## src/rtl/pipelined_carry_skip_adder.sv

```systemverilog
// pipelined_carry_skip_adder: WIDTH-bit add/sub built from BLOCK_W-bit carry-skip blocks, one block per stage
`timescale 1ns/1ps
module pipelined_carry_skip_adder #(
    parameter int WIDTH   = 32,
    parameter int BLOCK_W = 8
) (
    input  logic             clk,
    input  logic             rst_n,
    input  logic             in_valid,
    output logic             in_ready,
    input  logic [WIDTH-1:0] a,
    input  logic [WIDTH-1:0] b,
    input  logic             sub,
    input  logic             cin,
    output logic             out_valid,
    input  logic             out_ready,
    output logic [WIDTH-1:0] sum,
    output logic             cout,
    output logic             ovf
);
    localparam int NB = WIDTH / BLOCK_W;
    if (WIDTH % BLOCK_W != 0) begin : g_width_chk
        $error("WIDTH must be a multiple of BLOCK_W");
    end
    logic               r_v  [NB];
    logic [WIDTH-1:0]   r_a  [NB];
    logic [WIDTH-1:0]   r_b  [NB];
    logic [WIDTH-1:0]   r_s  [NB];
    logic               r_c  [NB];
    logic               r_cm [NB];
    logic [WIDTH-1:0]   w_ia [NB];
    logic [WIDTH-1:0]   w_ib [NB];
    logic [WIDTH-1:0]   w_is [NB];
    logic [WIDTH-1:0]   w_ns [NB];
    logic               w_ic [NB];
    logic               w_iv [NB];
    logic [BLOCK_W+1:0] w_blk[NB];
    logic               w_adv;
    // returns {skip-muxed carry out, ripple carry into block MSB, block sum}
    function automatic logic [BLOCK_W+1:0] blk(input logic [BLOCK_W-1:0] x, input logic [BLOCK_W-1:0] y,
                                               input logic c);
        logic [BLOCK_W:0]   cc;
        logic [BLOCK_W-1:0] s;
        cc[0] = c;
        for (int i = 0; i < BLOCK_W; i++) begin
            s[i]     = x[i] ^ y[i] ^ cc[i];
            cc[i+1]  = (x[i] & y[i]) | (cc[i] & (x[i] ^ y[i]));
        end
        return {(&(x ^ y)) ? c : cc[BLOCK_W], cc[BLOCK_W-1], s};
    endfunction
    assign w_adv     = ~r_v[NB-1] | out_ready;
    assign in_ready  = w_adv;
    assign out_valid = r_v[NB-1];
    assign sum       = r_s[NB-1];
    assign cout      = r_c[NB-1];
    assign ovf       = r_cm[NB-1] ^ r_c[NB-1];
    always_comb begin
        w_ia[0] = a;
        w_ib[0] = sub ? ~b : b;
        w_ic[0] = sub | cin;
        w_is[0] = '0;
        w_iv[0] = in_valid;
        for (int k = 1; k < NB; k++) begin
            w_ia[k] = r_a[k-1];
            w_ib[k] = r_b[k-1];
            w_ic[k] = r_c[k-1];
            w_is[k] = r_s[k-1];
            w_iv[k] = r_v[k-1];
        end
        for (int k = 0; k < NB; k++) begin
            w_blk[k] = blk(w_ia[k][k*BLOCK_W +: BLOCK_W], w_ib[k][k*BLOCK_W +: BLOCK_W], w_ic[k]);
            w_ns[k]  = w_is[k];
            w_ns[k][k*BLOCK_W +: BLOCK_W] = w_blk[k][BLOCK_W-1:0];
        end
    end
    // global stall: every stage holds when the output is occupied and not taken
    always_ff @(posedge clk or negedge rst_n) begin
        if (!rst_n) begin
            for (int k = 0; k < NB; k++) begin
                r_v[k]  <= 1'b0;
                r_a[k]  <= '0;
                r_b[k]  <= '0;
                r_s[k]  <= '0;
                r_c[k]  <= 1'b0;
                r_cm[k] <= 1'b0;
            end
        end else if (w_adv) begin
            for (int k = 0; k < NB; k++) begin
                r_v[k]  <= w_iv[k];
                r_a[k]  <= w_ia[k];
                r_b[k]  <= w_ib[k];
                r_s[k]  <= w_ns[k];
                r_c[k]  <= w_blk[k][BLOCK_W+1];
                r_cm[k] <= w_blk[k][BLOCK_W];
            end
        end
    end
endmodule

```

## config.mk

```make
export PLATFORM = sky130hd
export DESIGN_NAME = pipelined_carry_skip_adder
export DESIGN_NICKNAME = d
export VERILOG_FILES = /design/src/rtl/pipelined_carry_skip_adder.sv
export SDC_FILE = /design/constraint.sdc
export NUM_CORES = 1
export LEC_CHECK = 0
export CAP_MARGIN = 40
export CORE_MARGIN = 2
export CORE_UTILIZATION = 29
export DETAILED_ROUTE_END_ITERATION = 8
export GPL_ROUTABILITY_DRIVEN = 0
export SLEW_MARGIN = 10
export SYNTH_ARGS = -nofsm -noshare
export SYNTH_HDL_FRONTEND = slang
export SYNTH_SLANG_ARGS = --single-unit
```

## constraint.sdc

```tcl
create_clock -name clk -period 4.9 [get_ports clk]
set_clock_uncertainty 0.15 [all_clocks]
set_input_delay 0.98 -clock clk [delete_from_list [all_inputs] [get_ports clk]]
set_output_delay 0.98 -clock clk [all_outputs]
set_load 0.01 [all_outputs]
```

==> run metrics <==
DR vias=5,587; Yosys top cell area share=53.4%; Max Root-Sink Buffers=2; cell taking the most area after synthesis=dfrtp_1; Power Density=586 nW/um2; HP Class=reg2reg; Reg area=4630 um2; reg-to-reg endpoint=r_s[55]$_DFFE_PN0P_; Final Cycle Share=95.9%; Synth area leaders=dfrtp_1, nand2_1, fa_1, ha_1, buf_4; Die Height=177 um; fmax=213 MHz; clk root buf=clkbuf_16; setup_tns=0 ps; setup bufs post-CTS=0; Async SR Flop Fraction=100%; cell with the most instances after synthesis=nand2_1; Crit Reg-Reg Startpoint=r_a[80]$_DFFE_PN0P_; Final Hold Viols=0; Setup violations, final=0; maxcap violations=0; Yosys reg bits=185; dpl hpwl=11,600 um; sequential fraction of the synthesis area=53.4%; Min Clock Period, post-route=4700 ps; fin. max-slew vios=0; critical path class=in2reg; hold_buf cts=0; post-route worst setup slack=198 ps; clk_lat worst skew=430 ps; Die ar.=31,300 um2; Routed WL=17,200 um; hold_ws=309 ps; Avg Cell Area, Syn=9.50 um2; wire length per cell=12.5 um; Setup crit start kind=input port; clock buffer count from CTS=17; area grow syn2layout=19.4%; Top FF cell, synth=dfrtp_1; core box area=29,600 um2; largest net degree at the start of global routing=186; Synth cell types=29; vias in the first global route=5,647; first-pass GRT wire length=28,800 um; CTS Sinks=185; Worst-path clk slew=80 ps; Vias/cell=4.08; crit path DAT=4870 ps; Syn Std Cell Area=8670 um2; synth warn=0; Syn Nets=1,047; Leakage=5.06 nW; Chip Width=177 um; status=finished clean; nets=1,101; crit path to=r_s[103]$_DFFE_PN0P_; GR Util All Layers=11.6%; Iter 0 DRT Violations=361; CTS resizes=0; fillers=3,035; Setup crit start=b[0]; Post-synth EDFFs=0; number of cell rows=63; Final Util=35.0%; Top Ports=106; Pre-antenna DRT Iters=4; Worst setup EP type=flip-flop; initial core utilization=29.3%; GRT Residual Overflow=0; Place WS=-268 ps; detailed-route DRC error count=0; CTS tree=built; IO Port Bufs=105; worst slew pin tran=905 ps; RSZ-0062 raised after global routing=false; Synth top cells by count=nand2_1, dfrtp_1, buf_4, o21ai_1; worst IR drop on VDD=0.000254 V; CTS H-Tree Depth=4; post-route antenna net violation count=0; antenna violations before repair=2; Critical Path RT=5070 ps; fraction of layout instances using a drive strength above 1=4.90%; R2R Setup Slk=1010 ps; multi-input logic area=3410 um2; worst reg-to-reg path cell count=12; worst-path fanout max=2; Post-Synthesis Cells=913; Worst slew margin=39.7%
==> through the flow <==
stage          std cells  total power [mW]  instance area [um2]
2_1_floorplan        913              4.18                 8670
3_3_place_gp        1338              4.78                 9790
3_5_place_dp        1338              4.86                 9790
4_1_cts             1369              6.19                10300
5_1_grt             1370              6.66                10300
6_report            1371              6.07                10400
==> cells in the final DEF (no fill, tap or decap), types with 2 or more instances in the layout <==
cell type        count
nand2_1            436
clkinvlp_4           2
inv_1               28
xor2_1              11
fa_1                32
nand3_1              2
clkdlybuf4s50_1    103
nand4_1              8
dfrtp_1            185
buf_12               2
inv_6               10
xnor2_1             22
diode_2              2
a21oi_1             13
o211ai_1             2
nor2_1              13
o21ai_1             34
buf_4                5
inv_2                6
ha_1                32
clkbuf_16           17
==> worst max-delay path: stages <==
cell and delay, ps:
clkdlybuf4s50_1 470, xor2_1 230, fa_1 210, inv_1 60, fa_1 400, fa_1 390, fa_1 390, fa_1 390
fa_1 390, fa_1 360, inv_1 70, fa_1 400, nand2_1 70, nand2_1 60
==> how the worst min path moves through the flow <==
stage / start / to / slack (ps) / depth (start not counted)
final: r_a[118]$_DFFE_PN0P_ / r_a[86]$_DFFE_PN0P_ / 310 / 2
after global routing: r_s[64]$_DFFE_PN0P_ / r_s[32]$_DFFE_PN0P_ / 340 / 2
after CTS: r_a[118]$_DFFE_PN0P_ / r_a[86]$_DFFE_PN0P_ / 310 / 2
after detailed placement: r_v[1]$_DFFE_PN0P_ / r_v[1]$_DFFE_PN0P_ / 300 / 2
after global placement: r_s[37]$_DFFE_PN0P_ / r_s[37]$_DFFE_PN0P_ / 300 / 2
after floorplan: r_v[1]$_DFFE_PN0P_ / r_v[1]$_DFFE_PN0P_ / 280 / 2
==> kinds of logic (layout without fill, tap and decap cells) <==
family / count (synthesis) / count (layout) / share of synthesized area [%]
other cells: 0 / 2 / 0
fa+ha+maj: 64 / 64 / 12.0
xor+xnor: 33 / 33 / 3.33
flops: 185 / 185 / 53.4
simple gates: 466 / 466 / 20.8
compound gates: 53 / 53 / 3.26
buf+inv: 112 / 178 / 7.24
==> flip-flops by register name (all words and copies together), names as in the netlist <==
| register | count |
|---|---|
| sum | 32 |
| r_v | 3 |
| r_s | 48 |
| r_cm | 1 |
| r_b | 48 |
| r_a | 48 |
| r_c | 3 |
| cout | 1 |
| out_valid | 1 |
==> final cells by class <==
class / instances / share of cell area, %
sequential: 185 / 44.7
multi-input combinational: 616 / 33.0
timing repair buffer: 112 / 10.9
tap: 390 / 4.71
clock buffer: 17 / 4.11
inverter: 35 / 1.32
clock inverter: 14 / 1.22
antenna: 2 / 0.0483
==> layer usage <==
layer,share of wire (%),vias up,wire length (um),GRT usage [%]
li1,-,2861,-,-
met1,50,2621,8520,16.3
met2,45,81,7690,17.6
met3,3.6,24,615,2.51
met4,2.0,0,352,4.44
met5,0,-,0,0
==> report_power, final <==
part	switching (mW)	total, mW	internal [mW]
Clock	0.637	1.31	0.668
Combinational	1.16	2.12	0.954
Sequential	0.438	2.65	2.21
Power figures use the tool's default switching activity.
